## config.mk

```make
export PLATFORM = sky130hd
export DESIGN_NAME = pcpi_arbiter
export DESIGN_NICKNAME = d
export VERILOG_FILES = /design/src/rtl/pcpi_arbiter.sv
export SDC_FILE = /design/constraint.sdc
export NUM_CORES = 1
export LEC_CHECK = 0
export ABC_AREA = 0
export BUFFER_PORTS_ARGS = -buffer_cell sky130_fd_sc_hd__buf_2
export CAP_MARGIN = 10
export CORE_AREA = 5 5 95 97
export DETAILED_ROUTE_END_ITERATION = 16
export DIE_AREA = 0 0 100 102
export PLACE_DENSITY = 0.85
export SLEW_MARGIN = 20
export SYNTH_ARGS = -nofsm -noshare
export SYNTH_HDL_FRONTEND = slang
export SYNTH_SLANG_ARGS = --single-unit
```

## constraint.sdc

```tcl
create_clock -name clk -period 3 [get_ports clk]
set_input_delay 0.6 -clock clk [delete_from_list [all_inputs] [get_ports clk]]
set_output_delay 0.6 -clock clk [all_outputs]
set_load 0.01 [all_outputs]
```

## src/rtl/pcpi_arbiter.sv

```systemverilog
// -----------------------------------------------------------------------------
// pcpi_arbiter
//
// Shares one picorv32 PCPI request among NUM_COP coprocessors. The request is
// broadcast to every enabled slot; the first slot to answer with wait or ready
// wins (lowest index on a tie). The losers are gated off and the winner's
// result is registered back to the CPU. If nobody answers within TIMEOUT
// cycles, a one-cycle pcpi_illegal pulse is returned instead.
//
// Ports
//   clk, reset            clock, asynchronous active-high reset
//   cop_enable            per-slot enable mask, sampled only while idle
//   pcpi_valid            CPU request valid
//   cop_valid             per-slot gated request valid
//   cop_wr/rd/wait/ready  per-slot coprocessor response (rd packed DATA_W/slot)
//   pcpi_wr/rd            registered write-back flag and result to the CPU
//   pcpi_wait             combinational wait to the CPU
//   pcpi_ready            one-cycle done pulse
//   pcpi_illegal          one-cycle pulse when nothing claimed the request
//   grant                 current or last granted slot
//   collision             sticky: several slots answered in the same cycle
//
// Optional feature (macro PCPI_ARBITER_STATS_EN):
//   stat_clear            clears the busy counters (wins over increment)
//   stat_busy             per-slot saturating 16-bit busy-cycle counters
// -----------------------------------------------------------------------------
module pcpi_arbiter #(
    parameter int  NUM_COP = 4,
    parameter int  TIMEOUT = 16,
    parameter int  DATA_W  = 32,
    localparam int GW      = (NUM_COP > 1) ? $clog2(NUM_COP) : 1
) (
    input  logic                      clk,
    input  logic                      reset,
    input  logic [NUM_COP-1:0]        cop_enable,
    input  logic                      pcpi_valid,
    output logic [NUM_COP-1:0]        cop_valid,
    input  logic [NUM_COP-1:0]        cop_wr,
    input  logic [NUM_COP*DATA_W-1:0] cop_rd,
    input  logic [NUM_COP-1:0]        cop_wait,
    input  logic [NUM_COP-1:0]        cop_ready,
    output logic                      pcpi_wr,
    output logic [DATA_W-1:0]         pcpi_rd,
    output logic                      pcpi_wait,
    output logic                      pcpi_ready,
    output logic                      pcpi_illegal,
    output logic [GW-1:0]             grant,
    output logic                      collision
`ifdef PCPI_ARBITER_STATS_EN
    ,
    input  logic                      stat_clear,
    output logic [NUM_COP*16-1:0]     stat_busy
`endif
);

    localparam logic [2:0] S_IDLE  = 3'd0;
    localparam logic [2:0] S_CLAIM = 3'd1;
    localparam logic [2:0] S_BUSY  = 3'd2;
    localparam logic [2:0] S_RESP  = 3'd3;
    localparam logic [2:0] S_DRAIN = 3'd4;

    logic [2:0]         state_q, state_d;
    logic [NUM_COP-1:0] en_q, en_d;
    logic [7:0]         cnt_q, cnt_d;
    logic [GW-1:0]      grant_q, grant_d;
    logic               collision_q, collision_d;
    logic               wr_q, wr_d;
    logic [DATA_W-1:0]  rd_q, rd_d;
    logic               illegal_q, illegal_d;

    logic [NUM_COP-1:0] ans;
    logic [GW-1:0]      win_idx;
    logic               win_seen;
    logic               multi;
    logic [GW-1:0]      sel_idx;
    logic               sel_ready;
    logic               sel_wr;
    logic [DATA_W-1:0]  sel_rd;

    // Winner selection and result mux. In CLAIM the candidate is the lowest
    // answering slot; in BUSY only the granted slot is looked at, so a stray
    // ready from a loser can never complete the request.
    always_comb begin
        ans      = (cop_wait | cop_ready) & en_q;
        win_idx  = '0;
        win_seen = 1'b0;
        multi    = 1'b0;
        for (int k = 0; k < NUM_COP; k++) begin
            if (ans[k]) begin
                if (win_seen) multi = 1'b1;
                else          win_idx = GW'(k);
                win_seen = 1'b1;
            end
        end
        sel_idx   = (state_q == S_CLAIM) ? win_idx : grant_q;
        sel_ready = 1'b0;
        sel_wr    = 1'b0;
        sel_rd    = '0;
        for (int k = 0; k < NUM_COP; k++) begin
            if (GW'(k) == sel_idx) begin
                sel_ready = cop_ready[k];
                sel_wr    = cop_wr[k];
                sel_rd    = cop_rd[k*DATA_W +: DATA_W];
            end
        end
    end

    always_comb begin
        state_d     = state_q;
        en_d        = en_q;
        cnt_d       = cnt_q;
        grant_d     = grant_q;
        collision_d = collision_q;
        wr_d        = wr_q;
        rd_d        = rd_q;
        illegal_d   = 1'b0;
        case (state_q)
            S_IDLE: begin
                en_d = cop_enable;
                if (pcpi_valid) begin
                    state_d = S_CLAIM;
                    cnt_d   = '0;
                end
            end
            S_CLAIM: begin
                // A dropped request wins over any answer seen this cycle.
                if (!pcpi_valid) begin
                    state_d = S_IDLE;
                end else if (win_seen) begin
                    grant_d = win_idx;
                    if (multi) collision_d = 1'b1;
                    if (sel_ready) begin
                        wr_d    = sel_wr;
                        rd_d    = sel_rd;
                        state_d = S_RESP;
                    end else begin
                        state_d = S_BUSY;
                    end
                end else if (cnt_q == 8'(TIMEOUT - 1)) begin
                    illegal_d = 1'b1;
                    state_d   = S_DRAIN;
                end else begin
                    cnt_d = cnt_q + 8'd1;
                end
            end
            S_BUSY: begin
                if (!pcpi_valid) begin
                    state_d = S_IDLE;
                end else if (sel_ready) begin
                    wr_d    = sel_wr;
                    rd_d    = sel_rd;
                    state_d = S_RESP;
                end
            end
            S_RESP:  state_d = S_DRAIN;
            S_DRAIN: if (!pcpi_valid) state_d = S_IDLE;
            default: state_d = S_IDLE;
        endcase
    end

    always_ff @(posedge clk or posedge reset) begin
        if (reset) begin
            state_q     <= S_IDLE;
            en_q        <= '0;
            cnt_q       <= '0;
            grant_q     <= '0;
            collision_q <= 1'b0;
            wr_q        <= 1'b0;
            rd_q        <= '0;
            illegal_q   <= 1'b0;
        end else begin
            state_q     <= state_d;
            en_q        <= en_d;
            cnt_q       <= cnt_d;
            grant_q     <= grant_d;
            collision_q <= collision_d;
            wr_q        <= wr_d;
            rd_q        <= rd_d;
            illegal_q   <= illegal_d;
        end
    end

    always_comb begin
        cop_valid = '0;
        if (state_q == S_CLAIM)
            cop_valid = {NUM_COP{pcpi_valid}} & en_q;
        else if (state_q == S_BUSY)
            for (int k = 0; k < NUM_COP; k++)
                cop_valid[k] = pcpi_valid && (GW'(k) == grant_q);
    end

    // Combinational so a claim reaches the CPU in the cycle it is made.
    assign pcpi_wait    = ((state_q == S_CLAIM) && |(cop_wait & en_q)) || (state_q == S_BUSY);
    assign pcpi_ready   = (state_q == S_RESP);
    assign pcpi_illegal = illegal_q;
    assign pcpi_wr      = wr_q;
    assign pcpi_rd      = rd_q;
    assign grant        = grant_q;
    assign collision    = collision_q;

`ifdef PCPI_ARBITER_STATS_EN
    logic [NUM_COP-1:0][15:0] busy_q, busy_d;

    always_comb begin
        busy_d = busy_q;
        for (int k = 0; k < NUM_COP; k++) begin
            if (stat_clear)
                busy_d[k] = '0;
            else if ((state_q == S_BUSY || state_q == S_RESP) && grant_q == GW'(k)
                     && busy_q[k] != 16'hFFFF)
                busy_d[k] = busy_q[k] + 16'd1;
        end
    end

    always_ff @(posedge clk or posedge reset) begin
        if (reset) busy_q <= '0;
        else       busy_q <= busy_d;
    end

    assign stat_busy = busy_q;
`endif

endmodule

```

After elaboration in Yosys (flattened, before gate mapping)
Index checks and enable logic that the tools add are counted.
{ "classes": {"reduce_logical": 17, "addsub": 1, "magnitude_cmp": 0, "multipliers": 0, "bitwise_logic": 4, "n_eq_ne": 20, "muxes": 59, "div_mod_pow": 0, "shift": 0} }
{ "op_table": {"columns": ["op", "n"], "rows": [
  ["two-way mux 32 bit", 8],
  ["case mux 32 bit (2 select lines)", 1],
  ["two-way mux 8 bit", 4],
  ["two-way mux 1 bit", 29],
  ["two-way mux 3 bit", 7],
  ["case mux 8 bit (2 select lines)", 1],
  ["case mux 3 bit (5 select lines)", 1],
  ["inequality test 2 bit (second input constant)", 7],
  ["bitwise AND 4 bit", 3],
  ["AND reduction 4 bit", 3],
  ["two-way mux 2 bit", 5],
  ["adder 8 x 1 -> 8 bit (second input constant)", 1],
  ["equality test 2 bit (first input constant)", 4],
  ["equality test 8 x 4 -> 1 bit (second input constant)", 1],
  ["two-way mux 4 bit", 2],
  ["equality test 3 x 2 -> 1 bit (second input constant)", 2],
  ["logical AND 1 bit", 5],
  ["AND reduction 5 bit", 1],
  ["equality test 1 x 2 -> 1 bit (first input constant)", 2],
  ["logical NOT 2 bit", 2],
  ["inequality test 4 x 3 -> 1 bit (second input constant)", 1],
  ["bitwise OR 4 bit", 1],
  ["nonzero test 2 bit", 2],
  ["OR reduction 4 bit", 1],
  ["7 further kinds", 7]
]} }
{ "word_totals": {"regBits": 52, "ram_bits": 0, "input_bits": 147, "wordCells": 109, "out_inout_bits": 43, "romBits": 0, "latchBits": 0, "mem_count": 0} }

Depth between registers and ports, before layout
Gate-level depths: netlist of run 1.
{ "depth": {"ltp_word": 19, "ltp_mapped": 10, "mapped_depth_nobuf": 6} }

Worst setup path after synthesis of run 1
Ideal clock, no wire load.
{ "synth_path": {"path_kind": "input -> register", "start": "input cop_ready[2]", "end": "register rd_q[0], in the netlist pcpi_rd[0]", "arrival_ns": 2.463, "cell_stages": 8, "path_slack_ns": 0.412, "n_path_buf": 2, "setup_ns": 0.125, "path_cell_list": "o21ai_0 -> a2111o_1 -> nand3_1 -> a311oi_1 -> and2_1 -> buf_6 -> buf_12 -> mux2_4"} }
{ "synth_between": {"elab_chain_cells": 15, "word_cells_on_any_way": 27} }
{ "synth_lines": {"columns": ["element", "line", "rtl"], "rows": [
  ["start: declaration", "41", "input logic [NUM_COP-1:0] cop_ready,"],
  ["bitwise OR 4 bit", "84", "ans = (cop_wait | cop_ready) & en_q;"],
  ["bitwise AND 4 bit", "84", null],
  ["two-way mux 2 bit or two-way mux 1 bit (tied branches)", "89", "if (ans[k]) begin"],
  ["two-way mux 2 bit", "90", "if (win_seen) multi = 1'b1;"],
  ["two-way mux 2 bit", "89", null],
  ["two-way mux 2 bit", "95", "sel_idx = (state_q == S_CLAIM) ? win_idx : grant_q;"],
  ["logical NOT 2 bit", "100", "if (GW'(k) == sel_idx) begin"],
  ["two-way mux 32 bit or two-way mux 1 bit (tied branches) (4 in a row)", "100", null],
  ["two-way mux 32 bit", "132, 149", null],
  ["two-way mux 32 bit", "129", "end else if (win_seen) begin"],
  ["two-way mux 32 bit", "127", "if (!pcpi_valid) begin"],
  ["case mux 32 bit (2 select lines)", "117", "case (state_q)"],
  ["end signal: assignment", "178", "rd_q <= rd_d;"],
  ["end: declaration", "68", "logic [DATA_W-1:0] rd_q, rd_d;"]
]} }
Parallel ways exist; a longest one is shown, timed or not. The select of a mux whose other input is x is not followed.
A chain may end at the register's enable or synchronous reset.

Worst setup path in the final report of run 1
{ "layout_path": {"start": "register state_q[2]", "end": "register rd_q[28], in the netlist pcpi_rd[28]"} }
{ "layout_between": {"elab_chain_cells": 11, "word_cells_on_any_way": 25} }
{ "layout_lines": {"columns": ["element", "line", "rtl"], "rows": [
  ["start: declaration", "62", "logic [2:0] state_q, state_d;"],
  ["start signal: assignment", "172", "state_q <= state_d;"],
  ["equality test 3 x 1 -> 1 bit", "95, 117", null],
  ["two-way mux 2 bit", "95", null],
  ["logical NOT 2 bit", "100", null],
  ["two-way mux 32 bit or two-way mux 1 bit (tied branches) (4 in a row)", "100", null],
  ["two-way mux 32 bit", "132, 149", null],
  ["two-way mux 32 bit", "129", null],
  ["two-way mux 32 bit", "127", null],
  ["case mux 32 bit (2 select lines)", "117", null]
]} }
Parallel ways exist; a longest one is shown, timed or not. The select of a mux whose other input is x is not followed.

==> results of run 1 <==
-- final cells by class --
cell class	instances	area, um^2	area share
inverter	4	15.0	0.00313
timing repair buffer	202	1090	0.228
multi-input combinational	237	2170	0.452
clock buffer	8	90.1	0.0188
tap	105	131	0.0274
sequential	52	1300	0.271
-- layer usage --
metal  track usage  up-vias  share of wire
met2         0.358      148           0.51
met4        0.0446        0          0.015
met1         0.227     1526           0.39
met5             0        -              0
met3        0.0444       19          0.088
li1              -     1536              -
-- placed cells by master, fill, tap and decap left out, drive strengths merged, types with 3 or more instances in the layout --
| master | instances |
|---|---|
| a21oi | 7 |
| a22oi | 5 |
| a32oi | 3 |
| and3 | 3 |
| buf | 202 |
| clkbuf | 8 |
| dfrtp | 52 |
| inv | 4 |
| mux2 | 37 |
| mux2i | 100 |
| nand2 | 10 |
| nand2b | 3 |
| nand4 | 3 |
| nor2 | 19 |
| nor3 | 4 |
| o21a | 3 |
| o21ai | 15 |
| xor2 | 6 |
-- stage by stage --
step                      total power, mW  std cells   util  instance area [um^2]  setup WS [ns]
after floorplan                      3.79        311      -                  3640          0.412
after global routing                 5.37        608  0.596                  4800          0.211
after detailed placement             4.63        600  0.585                  4710          0.173
after global placement               4.50        600  0.585                  4710          0.276
after CTS                            5.05        608  0.596                  4800          0.332
final                                5.02        608  0.596                  4800          0.297
-- worst max-delay path, stage by stage (launching register included) --
cell and delay (ns):
dfrtp_1 0.48, or3b_4 0.46, a2111oi_4 0.37, o21ai_1 0.11
a311oi_1 0.35, and2_2 0.27, buf_12 0.19, mux2_2 0.34
-- cells by family after synthesis --
| family | after synthesis |
|---|---|
| AOI/OAI and AO/OA | 42 |
| and+or+nand+nor | 51 |
| adders and majority gates | 1 |
| xor gates and xnor gates | 6 |
| muxes | 137 |
| buffers and inverters | 22 |
| DFF | 52 |
-- flip-flops by register name (all words and copies together) (netlist names) --
register and cells:
cnt_q 8, collision 1, en_q 4, grant 2, pcpi_illegal 1, pcpi_rd 32, pcpi_wr 1, state_q 3
-- where the power goes --
group	switching (mW)	internal (mW)
sequential	0.220	1.01
combinational	1.63	1.75
clock	0.224	0.189
-- worst min-delay path by stage --
stage                    start         end  depth (start not counted)
finish                   reset   collision                          2
global route             reset   collision                          2
CTS                      reset   collision                          2
detailed placement   collision   collision                          1
global placement     collision   collision                          1
floorplan           state_q[2]  state_q[0]                          1
==> flow_summary.yaml, run 1 <==
timing:
  relSlewSlack: 0.584
  setup_viol: 0
  rsz0062_at_grt: "false"
  slew_violations: 0
  period_share: 0.901
  clock_skew_ns: 0.00843
  worst_hold_slack_ns: 0.281
  hold_violations: 0
  setup-tns-final_ns: 0
  worst_slew_pin_slew_ns: 0.620
  post-route-min-period_ns: 2.70
  max_freq_mhz: 370
floorplanning:
  rows: 33
  die_x_um: 100
  dieArea_um2: 10200
  start_util: 0.452
  ios: 190
  core_area_um2: 8050
  die_y_um: 102
final_layout:
  fin_nets: 650
  layout-drive-gt1-share: 0.501
  fill_cells: 661
  syn_to_final_growth_pct: 31.8
  antenna_cells: 0
yosys:
  yosys-top-cells-area: "dfrtp_1 (36%), mux2i_1 (27%), mux2_4 (12%), mux2_2 (2.2%), nor2_1 (2.0%)"
  synth_mux_area_frac: 0.420
  synth-main-ff-cell: "dfrtp_1"
  synth_cell_type_count: 38
  avgSynthCellArea_um2: 11.7
  synthCells: 311
  synthAdderAreaFrac: 0.00344
  synth_area_leader_cell: "dfrtp_1"
  synth_fp_nets: 459
  yosysTopAreaCellShare: 0.357
  synth_seq_cells: 52
  ys_seq_area_frac: 0.357
  yosys_warnings: 0
  synth_most_common_cell: "mux2i_1"
  synth_top_family_by_area: "multiplexers"
  netlist_area_um2: 3640
  synth_xor_area_frac: 0.0144
  synth_compound_area_frac: 0.0855
  synthSimpleGateAreaFrac: 0.0687
  synthArstFlopShare: 1.00
  synth_common_cells: "mux2i_1 (100), dfrtp_1 (52), mux2_4 (30), nor2_1 (19), o21ai_0 (13)"
  synth_edf_count: 0
global_routing:
  grt_max_degree: 39
  antenna_found_initial: 0
  grt_pass1_wl_um: 16100
  gr-total-overflow: 0
  grt_use_total: 0.193
  first_global_vias: 3355
route:
  via_count: 3229
  routed_via_density: 5.31
  post-route-drc-count: 0
  finalWirelength_um: 10300
  ant_nets: 0
  drt_iter0_drc: 64
  drt_first_pass_iters: 6
  routedWlPerCell_um: 16.9
placed_design:
  dp_hpwl_um: 8220
  port_buffers: 189
  gp_congestion: 0.862
power:
  cellLeakagePower_nw: 2.52
  peakVddDrop_v: 0.000508
  powerDensity_nw_per_um2: 1050
clock_tree:
  cts_tree: "yes"
  cts_sinks: 52
  clk-insertion-delay-late_ns: 0.30
  cts_hold_buf: 0
  numCtsBuffers: 5
  clk_pin_slew_ns: 0.10
  cts_resized: 0
  post-cts-setup-buffers: 0
  cts-root-buf: "clkbuf_8"
  htree_levels: 2
  clockBufferDepth: 2
flow_run:
  max_cap_violations: 0
worst_hold_path:
  min_path_type: "in2async"
setup_path:
  critPathKind: "reg2reg"
  critPathRequiredTime_ns: 3.19
  crit_path_end_kind: "register"
  crit_arrival_ns: 2.89
  cp_max_fo: 19
  cp-endpoint: "pcpi_rd[28]"
  r2r-end: "pcpi_rd[28]"
  worst-r2r-cell-count: 7
  start_kind: "register"
  r2r-start: "state_q[2]"
  crit_start: "state_q[2]"
  reg2reg_slack_ns: 0.30
run_status:
  status: "finished, final reports clean"
(Power assumes the default switching activity.)
==> run 2: changes to the inputs <==
ABC_AREA = 1   (was 0)
CORE_AREA = 5 5 93 95   (was 5 5 95 97)
DIE_AREA = 0 0 98 100   (was 0 0 100 102)
PLACE_DENSITY = 0.83   (was 0.85)
==> run 2 against run 1 <==
  * Clock power grew 20%
  * Sequential share of layout area up 2.3 points
  * Final cell count up 29%
  * Count of clock-buffer cells in the layout is 3 lower
  * Via count increased by 20%
  * Maximum frequency grew 8.9%
  * Combinational power down 14%
  * Core utilization decreased by 1.9 points
==> flow_summary.yaml, run 2 <==
run_status:
  status: "finished, final reports clean"
power:
  power.share.switching: 0.513
  pwr-share-comb: 0.639
  peakVddDrop_v: 0.000719
  p_sw_mw: 2.35
  powerDensity_nw_per_um2: 1040
  p_int_mw: 2.23
  pwr-share-seq: 0.253
  cellLeakagePower_nw: 2.50
  clockPowerShare: 0.108
  finalPower_mw: 4.58
clock_tree:
  cts_tree: "yes"
  cts_hold_buf: 0
  cts-root-buf: "clkbuf_8"
  cts_resized: 0
  post-cts-setup-buffers: 0
  clk-insertion-delay-late_ns: 0.31
  cts_sinks: 52
  htree_levels: 2
  numCtsBuffers: 5
  clockBufferDepth: 2
  clk_pin_slew_ns: 0.09
yosys:
  synth_area_leader_cell: "dfrtp_1"
  synthArstFlopShare: 1.00
  synth_seq_cells: 52
  netlist_area_um2: 3270
  ys_seq_area_frac: 0.398
  yosys_warnings: 0
  avgSynthCellArea_um2: 6.64
  synth_edf_count: 0
  synth_fp_nets: 641
  synth_common_cells: "nand2_1 (275), dfrtp_1 (52), nand4_1 (35), inv_1 (27)"
  synth-main-ff-cell: "dfrtp_1"
  yosys-top-cells-area: "dfrtp_1 (40%), nand2_1 (32%), nand4_1 (6.7%), inv_1 (3.1%), buf_2 (2.1%)"
  yosysTopAreaCellShare: 0.398
  synthCells: 493
  synth_cell_type_count: 28
  synth_most_common_cell: "nand2_1"
route:
  finalWirelength_um: 10700
  drt_first_pass_iters: 5
  routedWlPerCell_um: 13.7
  routed_via_density: 4.94
  drt_iter0_drc: 106
  via_count: 3865
  ant_nets: 0
  post-route-drc-count: 0
floorplanning:
  die_y_um: 100
  die_x_um: 98
  dieArea_um2: 9800
  core_area_um2: 7650
  ios: 190
  rows: 32
  start_util: 0.428
final_layout:
  final_common_cell: "nand2_1"
  antenna_cells: 0
  syn_to_final_growth_pct: 35.0
  fin_nets: 827
  largest_reg_flops: 32
  final_cell_mix: "nand2_1 (275), buf_2 (189), dfrtp_1 (52)"
  layout-drive-gt1-share: 0.334
global_routing:
  grt_max_degree: 34
  first_global_vias: 3802
  antenna_found_initial: 0
  grt_pass1_wl_um: 17300
  gr-total-overflow: 0
  grt_use_total: 0.211
setup_path:
  cp_max_fo: 5
  r2r-start: "en_q[0]"
  r2r-end: "pcpi_rd[3]"
  worst-r2r-cell-count: 13
  start_kind: "register"
  crit_path_end_kind: "output pin"
  reg2reg_slack_ns: 0.90
  critPathRequiredTime_ns: 2.40
  critPathKind: "reg2out"
  crit_arrival_ns: 1.88
placed_design:
  dp_worst_setup_slack_ns: 0.519
  dp_hpwl_um: 8610
  port_buffers: 189
  gp_congestion: 0.884
timing:
  worst_hold_slack_ns: 0.182
  worst_slew_pin_slew_ns: 0.779
  post-route-min-period_ns: 2.48
  period_share: 0.828
  setup_viol: 0
  slew_violations: 0
  rsz0062_at_grt: "false"
  clock_skew_ns: 0.0101
  hold_violations: 0
  max_freq_mhz: 403
  relSlewSlack: 0.477
  setup_ws_ns: 0.517
  setup-tns-final_ns: 0
worst_hold_path:
  min_path_type: "in2async"
flow_run:
  max_cap_violations: 0
==> run 2: cell count changes in the layout (fill, tap and decap cells not counted), sizes merged, moves of 4 or more <==
| cell | previous run | this run |
|---|---|---|
| o22ai | 0 | 4 |
| mux2 | 37 | 0 |
| a22oi | 5 | 0 |
| buf | 202 | 198 |
| nand3 | 2 | 10 |
| mux2i | 100 | 0 |
| nand4 | 3 | 35 |
| inv | 4 | 34 |
| nand2 | 10 | 282 |
==> run 2: final cells by class <==
class | count | area, um^2
Inverter | 34 | 133
Clock inverter | 3 | 47.5
Fill cell | 757 | 3230
Clock buffer | 5 | 68.8
Sequential cell | 52 | 1300
Multi-Input combinational cell | 388 | 1730
Tap cell | 102 | 128
Timing Repair Buffer | 198 | 1010
==> run 2: cell families after synthesis <==
kind of cell	share of synthesized area
AO/OA/AOI/OAI	0.0505
XOR/XNOR	0.00803
adder cells (fa/ha/maj)	0.00382
buffers and inverters	0.0745
flip-flops	0.398
AND/OR/NAND/NOR	0.466
==> run 2: how the worst max path moves through the flow <==
stage,start,end,slack [ns],cells after the start
floorplan,state_q[1],cop_valid[2],1.04,6
global placement,cop_ready[2],pcpi_rd[15],0.64,14
detailed placement,cop_ready[2],pcpi_rd[2],0.52,14
CTS,state_q[1],cop_valid[2],0.52,7
global route,state_q[1],cop_valid[2],0.39,7
finish,state_q[1],cop_valid[2],0.52,7
==> run 2: worst max-delay path, stage by stage (launching register included) <==
cell and delay [ns]:
dfrtp_1 0.51, inv_2 0.08, nor3_1 0.13, inv_1 0.08
nor2_1 0.25, nand2_1 0.12, o32ai_1 0.23, buf_2 0.18
==> run 2: power groups by stage <==
stage	registers [mW]	clock network (mW)	logic, mW
floorplan	1.23	0	1.99
global placement	1.16	0	2.85
detailed placement	1.16	0	2.96
CTS	1.16	0.509	2.96
global route	1.19	0.536	3.29
finish	1.16	0.497	2.92
==> run 2: metal layers <==
metal | share of wire | global-route usage | wire [um] | up-vias
li1 | - | - | - | 1947
met1 | 0.40 | 0.262 | 4320 | 1733
met2 | 0.49 | 0.365 | 5200 | 163
met3 | 0.084 | 0.0445 | 901 | 22
met4 | 0.024 | 0.0756 | 257 | 0
met5 | 0 | 0 | 0 | -
==> run 2: stage by stage <==
| step | utilization | cell area, um^2 | instances |
|---|---|---|---|
| after floorplan | - | 3270 | 493 |
| final | 0.578 | 4420 | 782 |
| after global placement | 0.563 | 4300 | 774 |
| after CTS | 0.578 | 4420 | 782 |
| after detailed placement | 0.563 | 4300 | 774 |
| after global routing | 0.578 | 4420 | 782 |
